**src/rtl/core88_membridge.sv**
```systemverilog
// Byte-bus to 16-bit synchronous SRAM bridge for the core88 core.
// One byte access per core step, with a one-word read buffer for fast re-reads.
`timescale 1ns/1ps
module core88_membridge #(
  parameter int unsigned WAIT_STATES = 2,
  parameter bit          HIT_ENABLE  = 1'b1
) (
  input  logic        clock,
  input  logic        resetn,
  input  logic [19:0] address,
  input  logic [7:0]  data,
  input  logic        wreq,
  output logic [7:0]  bus,
  output logic        locked,
  output logic [18:0] sram_addr,
  output logic [15:0] sram_dout,
  input  logic [15:0] sram_din,
  output logic        sram_ce,
  output logic        sram_we,
  output logic [1:0]  sram_be,
  output logic [1:0]  dbg_state
);

  typedef enum logic [1:0] {ST_IDLE, ST_ADDR, ST_WAIT, ST_DONE} state_e;

  localparam logic [3:0] WS = 4'(WAIT_STATES);

  state_e      state_q, state_d;
  logic [7:0]  bus_q, bus_d;
  logic [18:0] sram_addr_q, sram_addr_d;
  logic [15:0] sram_dout_q, sram_dout_d;
  logic        sram_ce_q, sram_ce_d;
  logic        sram_we_q, sram_we_d;
  logic [1:0]  sram_be_q, sram_be_d;
  logic [3:0]  cnt_q, cnt_d;
  logic [19:0] lat_addr_q, lat_addr_d;
  logic [7:0]  lat_data_q, lat_data_d;
  logic        lat_wreq_q, lat_wreq_d;
  logic [15:0] buf_q, buf_d;
  logic [18:0] tag_q, tag_d;
  logic        tag_valid_q, tag_valid_d;
  logic        hit;

  // Step handshake: the core holds address/data/wreq stable while locked=0;
  // locked=1 for exactly one cycle means bus is valid and the core advances.
  assign hit = HIT_ENABLE && !wreq && tag_valid_q && (address[19:1] == tag_q);

  always_comb begin
    state_d     = state_q;
    bus_d       = bus_q;
    sram_addr_d = sram_addr_q;
    sram_dout_d = sram_dout_q;
    sram_ce_d   = sram_ce_q;
    sram_we_d   = sram_we_q;
    sram_be_d   = sram_be_q;
    cnt_d       = cnt_q;
    lat_addr_d  = lat_addr_q;
    lat_data_d  = lat_data_q;
    lat_wreq_d  = lat_wreq_q;
    buf_d       = buf_q;
    tag_d       = tag_q;
    tag_valid_d = tag_valid_q;
    case (state_q)
      ST_IDLE: state_d = ST_ADDR;
      ST_ADDR: begin
        lat_addr_d = address;
        lat_data_d = data;
        lat_wreq_d = wreq;
        if (hit) begin
          bus_d   = address[0] ? buf_q[15:8] : buf_q[7:0];
          state_d = ST_DONE;
        end else begin
          sram_addr_d = address[19:1];
          sram_be_d   = address[0] ? 2'b10 : 2'b01;
          sram_dout_d = {data, data};
          sram_ce_d   = 1'b1;
          sram_we_d   = wreq;
          cnt_d       = WS;
          state_d     = ST_WAIT;
        end
      end
      ST_WAIT: begin
        cnt_d = cnt_q - 4'd1;
        if (cnt_q <= 4'd1) begin
          if (!lat_wreq_q) begin
            buf_d       = sram_din;
            tag_d       = lat_addr_q[19:1];
            tag_valid_d = 1'b1;
            bus_d       = lat_addr_q[0] ? sram_din[15:8] : sram_din[7:0];
          end else if (tag_valid_q && (tag_q == lat_addr_q[19:1])) begin
            // Write-through keeps a matching buffered word coherent; no allocation.
            if (lat_addr_q[0]) buf_d[15:8] = lat_data_q;
            else               buf_d[7:0]  = lat_data_q;
          end
          sram_ce_d = 1'b0;
          sram_we_d = 1'b0;
          sram_be_d = 2'b00;
          state_d   = ST_DONE;
        end
      end
      ST_DONE: state_d = ST_ADDR;
      default: state_d = ST_IDLE;
    endcase
  end

  always_ff @(posedge clock or negedge resetn) begin
    if (!resetn) begin
      state_q     <= ST_IDLE;
      bus_q       <= 8'h00;
      sram_addr_q <= '0;
      sram_dout_q <= '0;
      sram_ce_q   <= 1'b0;
      sram_we_q   <= 1'b0;
      sram_be_q   <= 2'b00;
      cnt_q       <= '0;
      lat_addr_q  <= '0;
      lat_data_q  <= '0;
      lat_wreq_q  <= 1'b0;
      buf_q       <= '0;
      tag_q       <= '0;
      tag_valid_q <= 1'b0;
    end else begin
      state_q     <= state_d;
      bus_q       <= bus_d;
      sram_addr_q <= sram_addr_d;
      sram_dout_q <= sram_dout_d;
      sram_ce_q   <= sram_ce_d;
      sram_we_q   <= sram_we_d;
      sram_be_q   <= sram_be_d;
      cnt_q       <= cnt_d;
      lat_addr_q  <= lat_addr_d;
      lat_data_q  <= lat_data_d;
      lat_wreq_q  <= lat_wreq_d;
      buf_q       <= buf_d;
      tag_q       <= tag_d;
      tag_valid_q <= tag_valid_d;
    end
  end

  assign bus       = bus_q;
  assign locked    = (state_q == ST_DONE);
  assign sram_addr = sram_addr_q;
  assign sram_dout = sram_dout_q;
  assign sram_ce   = sram_ce_q;
  assign sram_we   = sram_we_q;
  assign sram_be   = sram_be_q;
  assign dbg_state = state_q;

endmodule
```
**config.mk**
```make
export PLATFORM = sky130hd
export DESIGN_NAME = core88_membridge
export DESIGN_NICKNAME = d
export VERILOG_FILES = /design/src/rtl/core88_membridge.sv
export SDC_FILE = /design/constraint.sdc
export NUM_CORES = 1
export LEC_CHECK = 0
export BUFFER_PORTS_ARGS = -buffer_cell sky130_fd_sc_hd__buf_2
export CORE_MARGIN = 3
export CORE_UTILIZATION = 45
export DETAILED_ROUTE_END_ITERATION = 10
export PLACE_DENSITY = 0.78
export SYNTH_ARGS = -nofsm -noshare
export SYNTH_HDL_FRONTEND = slang
export SYNTH_SLANG_ARGS = --single-unit
```
**constraint.sdc**
```tcl
create_clock -name clock -period 2.15 [get_ports clock]
set_input_delay 0.3225 -clock clock [delete_from_list [all_inputs] [get_ports clock]]
set_output_delay 0.3225 -clock clock [all_outputs]
set_load 0.01 [all_outputs]
```
# [Yosys cells after proc, flatten, opt, wreduce, memory -nomap -nowiden]
# Index checks and enable logic that the tools add are counted.
[totals] wordCells=69 out_inout_bits=50 reg_bits=118
[classes] n_reduce_logical=14 n_bitwise=2 order_cmp=1 addsub=1 muxes=24 n_eq_ne=12
[ops] operator="8-bit two-way mux" n=7
[ops] operator="19-bit equality test" n=2
[ops] operator="16-bit two-way mux" n=2
[ops] operator="8-bit case mux with 2 select lines" n=1
[ops] operator="2-bit != test, second input constant" n=6
[ops] operator="4-bit AND reduction" n=3
[ops] operator="2-bit two-way mux" n=4
[ops] operator="4-bit case mux with 2 select lines" n=1
[ops] operator="2-bit case mux with 3 select lines" n=1
[ops] operator="3-bit AND reduction" n=2
[ops] operator="2-bit equality test, second input constant" n=2
[ops] operator="4-bit by 1-bit less-or-equal comparator with 1-bit output, second input constant" n=1
[ops] operator="1-bit two-way mux" n=4
[ops] operator="4-bit two-way mux" n=1
[ops] operator="1-bit case mux with 2 select lines" n=2
[ops] operator="2-bit case mux with 2 select lines" n=1
[ops] operator="2-bit AND reduction" n=2
[ops] operator="4-bit by 1-bit subtractor with 4-bit output, second input constant" n=1
[ops] operator="1-bit logical AND" n=3
[ops] operator="2-bit by 1-bit equality test with 1-bit output, second input constant" n=1
[ops] operator="2-bit logical NOT" n=1
[ops] operator="2-bit by 1-bit != test with 1-bit output, second input constant" n=1
[ops] operator="1-bit inverter" n=2
[ops] operator="2-bit nonzero test" n=1
[ops] operator="other kinds (2)" n=2

# [Logic depth before layout (Yosys ltp)]
# Gate-level depths: netlist (run 1).
[logic_depth] depth_word=5 ltp_mapped=9 ltp_nobuf=7

# [Worst setup path before layout (run 1)]
# No wires, ideal clock.
[synth_timing] kind="register to register" from="register cnt_q[0]" to="register buf_q[4]" arrival_time_ns=1.978 setup_ns=0.141 path_stages_with_launch=10 setup_slack_ns=0.031 cell_sequence="dfrtp_1 > inv_1 > ha_1 > or2_1 > nand3_1 > or4_1 > buf_2 > buf_2 > o31ai_1 > a31oi_1"
[synth_via] elab_chain_len=2
[synth_rtl] item="start: declaration" line_no="35" rtl="logic [3:0] cnt_q, cnt_d;"
[synth_rtl] item="start signal: assignment" line_no="130" rtl="cnt_q <= cnt_d;"
[synth_rtl] item="4-bit by 1-bit less-or-equal comparator with 1-bit output" line_no="84" rtl="if (cnt_q <= 4'd1) begin"
[synth_rtl] item="4-bit AND reduction (no source line)"
[synth_rtl] item="end signal: assignment" line_no="134" rtl="buf_q <= buf_d;"
[synth_rtl] item="end: declaration" line_no="39" rtl="logic [15:0] buf_q, buf_d;"
# Every way passes these cells.
# A chain may end at the register's enable or synchronous reset.

# [Final worst setup path (run 1)]
[layout_timing] from="register tag_q[18]" to="register sram_addr_q[11] (netlist: sram_addr[11])"
[layout_via] elab_chain_len=4
[layout_rtl] item="start: declaration" line_no="40" rtl="logic [18:0] tag_q, tag_d;"
[layout_rtl] item="start signal: assignment" line_no="135" rtl="tag_q <= tag_d;"
[layout_rtl] item="19-bit equality test" line_no="46" rtl="assign hit = HIT_ENABLE && !wreq && tag_valid_q && (address[19:1] == tag_q);"
[layout_rtl] item="1-bit logical AND" line_no="46"
[layout_rtl] item="1-bit inverter (no source line)"
[layout_rtl] item="2-bit AND reduction (no source line)"
[layout_rtl] item="end signal: assignment" line_no="125" rtl="sram_addr_q <= sram_addr_d;"
[layout_rtl] item="end: declaration" line_no="30" rtl="logic [18:0] sram_addr_q, sram_addr_d;"
# Every way passes these cells.

==> out/metrics.cfg, run 1 <==
[timing]
finalCritPeriodShare=0.983
setup_violations=0
finalHoldViolCount=0
tightestPinTransition_ps=755
final.hold.worst_slack_ps=53.1
fin_crit_ps=2110
highest_achievable_clock_rate_ghz=0.473
postLayoutSetupSlackWorst_ps=36.8
fin_worst_skew_ps=9.92
slew_violations=0
rsz0062_at_grt=yes
slew-limit-headroom=0.493

[synthesis]
synth_seq_area_share=0.504
synth_seq_cells=110
netlist_area_mm2=0.00547
synth_nets=556
ys.warnings.count=0
library_cell_occupying_the_most_area_in_the_post_synthesis_netlist=sky130_fd_sc_hd__dfrtp_1
number_of_instances_in_the_synthesized_netlist=504
synth_cell_types=48
area_share_of_the_largest_cell_type_after_synthesis=0.504
avgSynthCellArea_um2=10.8
leading_post_synthesis_cells_by_cell_area=sky130_fd_sc_hd__dfrtp_1, sky130_fd_sc_hd__mux2_2, sky130_fd_sc_hd__nand2_1, sky130_fd_sc_hd__mux2_1, sky130_fd_sc_hd__xor2_1

[route]
drt_wl_total_mm=13.5
vias=4360
route.detailed.wl_per_inst_um=18.0
detail-route-antenna-nets=0
drc=0
violation_count_after_the_first_detailed_routing_iteration=295
detail_route.vias_per_cell=5.84
drt_pass1_iterations=5

[setup_path]
worstReg2RegEnd=sram_addr[11]
setup.worst_path.class=flip-flop to flip-flop
timing.critical_path.fanout_max=15
critical_path.startpoint_type=flip-flop
ff2ff_path_depth=7
worst_ep_required_time_ps=2370
critical_path.slowest_cell=sky130_fd_sc_hd__dfrtp_1
end_kind=flip-flop
worst_r2r_startpoint=tag_q[18]
cp.arrival_ps=2330
cp_peak_stage_delay_ps=410
crit_chain=xor2_1, nor4_2, buf_4, nand3_4, o21ai_4, buf_12, mux2_1
timing.reg2reg.setup_slack_ps=40

[clock_tree]
clock_tree.buffer_depth=2
clk_pin_slew_worst_paths_ps=80
cts_made_buffers=9
worst_skew_pair.late_latency_ps=340
clock_tree_from_tritoncts=done
cell_at_the_root_of_the_clock_tree=sky130_fd_sc_hd__clkbuf_16
cts_htree_levels=3
clkSinkCount=110

[placement]
placed_area_mm2=0.00616
buffer_ports.inserted=96
placement.setup.worst_slack_ps=-132
dpl.cell_count=727
routabilityCongestion=0.790
hpwlAfterDp_mm=8.97

[pwr]
sw_frac_of_total=0.390
powerDensity_mw_per_mm2=1520
clkPwrFrac=0.161
switching_power_w=0.00401
share_comb_of_total_power=0.453
totalPowerFinal_w=0.0103
seq_pwr_share=0.387
power.static_leakage_nw=3.04
internal-power_w=0.00626
vdd_ir_drop_max_mv=0.712

[final_layout]
area_delta_synth_final_pct=23.8
antenna_cells_inserted=0
layout_cell_area_excl_fill_mm2=0.00677
final_cells=746
nets=651
layout-drive-gt1-share=0.358

[floorplanning]
ios=97
initial_core_util=0.469
dieArea_mm2=0.0135
floorplan.die.height_um=116
die_width_um=116
core_area_mm2=0.0117
floorplan.rows=39

[outcome]
run_status=complete, no violations

[flow_run]
max_cap_viol_count=0

[grt]
globalRouteTotalUtil=0.196
grt_max_degree=111
global_route.overflow_total=0
grt_pass1_vias=4172
first_pass_grt_wire_length_mm=21.0
grt_antenna_before_repair=1

[worst_hold_path]
worst_hold_path_type=input port to asynchronous set/reset pin

[cell usage in the layout (no fill, tap or decap), types with 2 or more instances in the layout]
cell / n
sky130_fd_sc_hd__dfrtp_1: 110
sky130_fd_sc_hd__buf_2: 95
sky130_fd_sc_hd__nand2_1: 85
sky130_fd_sc_hd__mux2_2: 33
sky130_fd_sc_hd__xor2_1: 25
sky130_fd_sc_hd__buf_4: 21
sky130_fd_sc_hd__nand4_1: 20
sky130_fd_sc_hd__o22ai_1: 16
sky130_fd_sc_hd__a31oi_1: 16
sky130_fd_sc_hd__mux2i_1: 16
sky130_fd_sc_hd__o211ai_1: 16
sky130_fd_sc_hd__xnor2_1: 12
sky130_fd_sc_hd__mux2_1: 12
sky130_fd_sc_hd__clkbuf_16: 10
sky130_fd_sc_hd__mux2_4: 9
sky130_fd_sc_hd__nand3_1: 9
sky130_fd_sc_hd__o31ai_4: 8
sky130_fd_sc_hd__o31ai_2: 8
sky130_fd_sc_hd__inv_1: 7
sky130_fd_sc_hd__nor4_2: 5
sky130_fd_sc_hd__and3_1: 5
sky130_fd_sc_hd__nor2_1: 5
sky130_fd_sc_hd__buf_12: 5
sky130_fd_sc_hd__a221o_1: 4
sky130_fd_sc_hd__and2_1: 3
sky130_fd_sc_hd__a21oi_1: 3
sky130_fd_sc_hd__nor3_1: 3
sky130_fd_sc_hd__ha_1: 3
sky130_fd_sc_hd__inv_2: 2
sky130_fd_sc_hd__nor4_1: 2
sky130_fd_sc_hd__nand3_2: 2
sky130_fd_sc_hd__o21ai_0: 2
[per-layer routing]
metal  global-route usage  part of all wire  up-vias
met2                0.316              0.49      173
met3               0.0321             0.065       21
li1                     -                 -     2009
met4               0.0727             0.018        2
met1                0.268              0.42     2155
met5                    0           0.00052        -
[worst max-delay path by stage]
stage | startpoint | to | slack, ps | cells after the start
floorplan | cnt_q[0] | buf_q[4] | 30 | 9
global placement | address[16] | sram_addr[15] | -70 | 8
detailed placement | address[6] | sram_addr[11] | -130 | 8
CTS | tag_q[14] | sram_addr[11] | 7 | 7
global route | tag_q[18] | sram_addr[15] | -70 | 7
finish | tag_q[18] | sram_addr[11] | 40 | 7
[flip-flops by register name (all words and copies together) (netlist names)]
register and flops:
buf_q 16, bus 8, cnt_q 4, dbg_state 2, lat_addr_q 20, lat_data_q 8, lat_wreq_q 1, sram_addr 19
sram_be 2, sram_ce 1, sram_dout 8, sram_we 1, tag_q 19, tag_valid_q 1
[cell usage after synthesis, drive strengths merged]
master / count
dfrtp: 110
nand2: 85
mux2: 54
xor2: 25
nand4: 21
buf: 20
clkbuf: 19
o31ai: 17
a31oi: 16
mux2i: 16
o211ai: 16
o22ai: 16
xnor2: 13
nand3: 12
inv: 9
nor4: 7
nor2: 6
and3: 5
ha: 5
a21oi: 4
a221o: 4
o21ai: 4
and2: 3
nor3: 3
and4: 2
a21boi: 1
a21o: 1
a221oi: 1
a22o: 1
a31o: 1
a32oi: 1
clkinv: 1
nand2b: 1
nor3b: 1
o2bb2ai: 1
or2: 1
or4: 1
[power groups by stage]
stage / clock network, W / registers (W) / logic, W
6_report: 0.00165 / 0.00397 / 0.00465
4_1_cts: 0.00167 / 0.00392 / 0.00433
2_1_floorplan: 0 / 0.00394 / 0.00285
5_1_grt: 0.00174 / 0.00411 / 0.00506
3_3_place_gp: 0 / 0.00388 / 0.00411
3_5_place_dp: 0 / 0.00395 / 0.00425
[final cells by class]
| type | instances | area [um^2] |
|---|---|---|
| Fill cell | 885 | 4900 |
| Multi-Input combinational cell | 345 | 2740 |
| Clock buffer | 10 | 229 |
| Clock inverter | 5 | 60.1 |
| Timing Repair Buffer | 123 | 769 |
| Inverter | 10 | 37.5 |
| Sequential cell | 110 | 2750 |
| Tap cell | 143 | 179 |
[critical path, delay by kind of cell, from the launching register on]
family	cells	cell delay [ps]
simple gates	2	470
buf+inv	2	380
mux	1	330
flops	1	410
xor+xnor	1	160
compound gates	1	230
[timing repair]
item	CTS	global route
gates resized for setup	8	44
gates cloned	0	1
pin swaps	1	8
setup buffers	1	2
setup endpoints to repair	41	54
hold buffers	0	0
[metrics by stage]
stage                     setup TNS [ps]  utilization
after floorplan                        0            -
after global placement             -1190        0.528
after detailed placement           -2970        0.528
after CTS                              0        0.556
after global routing                -955        0.580
final                                  0        0.580
[cells by family (layout without fill, tap and decap cells)]
logic type,count (synthesis),after routing,synth area share
simple gates,148,148,0.130
mux,70,70,0.141
buf+inv,49,148,0.0430
compound gates,84,84,0.110
flops,110,110,0.504
fa+ha+maj,5,5,0.0114
xor+xnor,38,38,0.0609
Power figures use the tool's default switching activity.
==> run 2: changes to the inputs <==
==> config.mk (replaced) <==
export PLATFORM = sky130hd
export DESIGN_NAME = core88_membridge
export DESIGN_NICKNAME = d
export VERILOG_FILES = /design/src/rtl/core88_membridge.sv
export SDC_FILE = /design/constraint.sdc
export NUM_CORES = 1
export LEC_CHECK = 0
export CORE_MARGIN = 3
export CORE_UTILIZATION = 45
export DETAILED_ROUTE_END_ITERATION = 10
export DONT_BUFFER_PORTS = 1
export PLACE_DENSITY = 0.71
export SYNTH_ARGS = -nofsm -noshare
export SYNTH_HDL_FRONTEND = slang
export SYNTH_SLANG_ARGS = --single-unit
==> constraint.sdc (replaced) <==
create_clock -name clock -period 2.15 [get_ports clock]
set_input_delay 0.1075 -clock clock [delete_from_list [all_inputs] [get_ports clock]]
set_output_delay 0.1075 -clock clock [all_outputs]
set_load 0.02 [all_outputs]
==> out/metrics.cfg, run 2 (synthesis gave the netlist of run 1 again) <==
[route]
vias=4148  ; -4.9%
detail_route.vias_per_cell=5.92  ; +1.2%
drt_pass1_iterations=5  ; unchanged
drt_wl_total_mm=14.0  ; +3.8%
violation_count_after_the_first_detailed_routing_iteration=500  ; +69%
drc=0  ; unchanged
route.detailed.wl_per_inst_um=19.9  ; +11%
detail-route-antenna-nets=0  ; unchanged

[floorplanning]
die_width_um=116  ; unchanged
floorplan.rows=39  ; unchanged
dieArea_mm2=0.0135  ; unchanged
initial_core_util=0.469  ; unchanged
ios=97  ; unchanged
floorplan.die.height_um=116  ; unchanged
core_area_mm2=0.0117  ; unchanged

[clock_tree]
cts_htree_levels=3  ; unchanged
clk_pin_slew_worst_paths_ps=70  ; about the same
clkSinkCount=110  ; unchanged
worst_skew_pair.late_latency_ps=360  ; +20 ps
clock_tree_from_tritoncts=done
clock_tree.buffer_depth=2  ; unchanged
cell_at_the_root_of_the_clock_tree=sky130_fd_sc_hd__clkbuf_16
cts_hold_repair.buffers=45  ; +45
cts_made_buffers=9  ; unchanged

[final_layout]
largest_register=lat_addr_q
final_cells=701  ; -6.0%
nets=606  ; -6.9%
layout-drive-gt1-share=0.194  ; -0.165
final_common_cell=sky130_fd_sc_hd__dfrtp_1
antenna_cells_inserted=0  ; unchanged
finish.utilization=0.564  ; -0.0159
layout_common_cells=sky130_fd_sc_hd__dfrtp_1, sky130_fd_sc_hd__nand2_1, sky130_fd_sc_hd__dlygate4sd3_1
area_delta_synth_final_pct=20.4
number_of_flip_flops_in_the_largest_register=20  ; unchanged

[timing]
finalHoldViolCount=110  ; +110
tightestPinTransition_ps=636  ; -119 ps
setup_violations=0  ; unchanged
fin_crit_ps=2110  ; -3.07 ps
fin_worst_skew_ps=7.19  ; -2.73 ps
slew_violations=0  ; unchanged
highest_achievable_clock_rate_ghz=0.474  ; +0.15%
final.hold.worst_slack_ps=-556  ; -609 ps
finalCritPeriodShare=0.981  ; -0.00143
slew-limit-headroom=0.576  ; +0.0824

[pwr]
powerDensity_mw_per_mm2=1520  ; +0.20%
vdd_ir_drop_max_mv=0.629  ; -12%
power.static_leakage_nw=2.80  ; -7.8%

[setup_path]
worst_r2r_startpoint=tag_q[13]
timing.reg2reg.setup_slack_ps=40  ; about the same
ff2ff_path_depth=6  ; -1
crit_chain=xnor2_1, nand4_1, or4_4, clkbuf_16, o31ai_1, a31oi_1
setup.worst_path.class=flip-flop to flip-flop
cp_peak_stage_delay_ps=630  ; +220 ps
cp_top_family=simple AND/OR/NAND/NOR gates
timing.critical_path.fanout_max=8  ; -7
end_kind=flip-flop
critical_path.slowest_cell=sky130_fd_sc_hd__or4_4
worstReg2RegEnd=buf_q[9]
critical_path_buf_inv_count=1  ; -1
critical_path.startpoint_type=flip-flop
worst_ep_required_time_ps=2380  ; about the same
cp.arrival_ps=2340  ; about the same

[outcome]
run_status=finished with violations
violations=hold timing

[grt]
global_route.overflow_total=0  ; unchanged
first_pass_grt_wire_length_mm=22.0  ; +5.1%
grt_antenna_before_repair=0  ; -1
grt_max_degree=111  ; unchanged
globalRouteTotalUtil=0.212  ; +0.0166
grt_pass1_vias=4131  ; -0.98%

[worst_hold_path]
worst_hold_path_type=input port to asynchronous set/reset pin

[placement]
buffer_ports.inserted=0  ; -100%
hpwlAfterDp_mm=8.76  ; -2.4%
routabilityCongestion=0.791  ; +0.15%
dpl.cell_count=637  ; -12%

[flow_run]
max_cap_viol_count=0  ; unchanged

## run 2: how the worst max path moves through the flow
| stage | startpoint | end | slack (ps) | depth (start not counted) |
|---|---|---|---|---|
| 2_1_floorplan | cnt_q[0] | buf_q[4] | 30 | 9 |
| 3_3_place_gp | tag_q[15] | sram_addr[0] | -40 | 6 |
| 3_5_place_dp | tag_q[15] | sram_addr[0] | -60 | 6 |
| 4_1_cts | cnt_q[0] | buf_q[13] | 0.2 | 8 |
| 5_1_grt | tag_q[13] | buf_q[9] | -60 | 6 |
| 6_report | tag_q[13] | buf_q[9] | 40 | 6 |
## run 2: power by group
part | internal (W) | total, W | switching, W
registers | 0.00307 | 0.00453 | 0.00146
logic | 0.00189 | 0.00378 | 0.00189
clock network | 0.000938 | 0.00169 | 0.000753
total | 0.00590 | 0.0100 | 0.00411
## run 2: layout make-up
type,count,area (um^2)
Sequential cell,110,2750
Inverter,10,37.5
Fill cell,943,5080
Clock inverter,4,55.1
Tap cell,143,179
Timing Repair Buffer,78,757
Clock buffer,11,243
Multi-Input combinational cell,345,2560
## run 2: routing by layer
| layer | up-vias | track usage | share of wire |
|---|---|---|---|
| met5 | - | 0 | 0 |
| met4 | 0 | 0.108 | 0.041 |
| met3 | 50 | 0.0497 | 0.075 |
| met2 | 185 | 0.329 | 0.47 |
| met1 | 2007 | 0.280 | 0.41 |
| li1 | 1906 | - | - |
## run 2: per-stage QoR
step	cell area [um^2]	TNS (ps)	worst slack, ps	total power [W]
3_3_place_gp	5690	-353	-45.0	0.00792
6_report	6580	0	39.8	0.0100
3_5_place_dp	5690	-451	-62.6	0.00811
2_1_floorplan	5470	0	31.3	0.00715
4_1_cts	6450	0	0.156	0.00991
5_1_grt	6580	-159	-64.3	0.0107
## run 2: timing repair
| action | in CTS | in global routing |
|---|---|---|
| pin swaps | 0 | 7 |
| setup buffers | 0 | 3 |
| endpoints found under the setup margin | 22 | 27 |
| endpoints found under the hold margin | 182 | 110 |
| cloned | 0 | 1 |
| gates resized for setup | 1 | 21 |
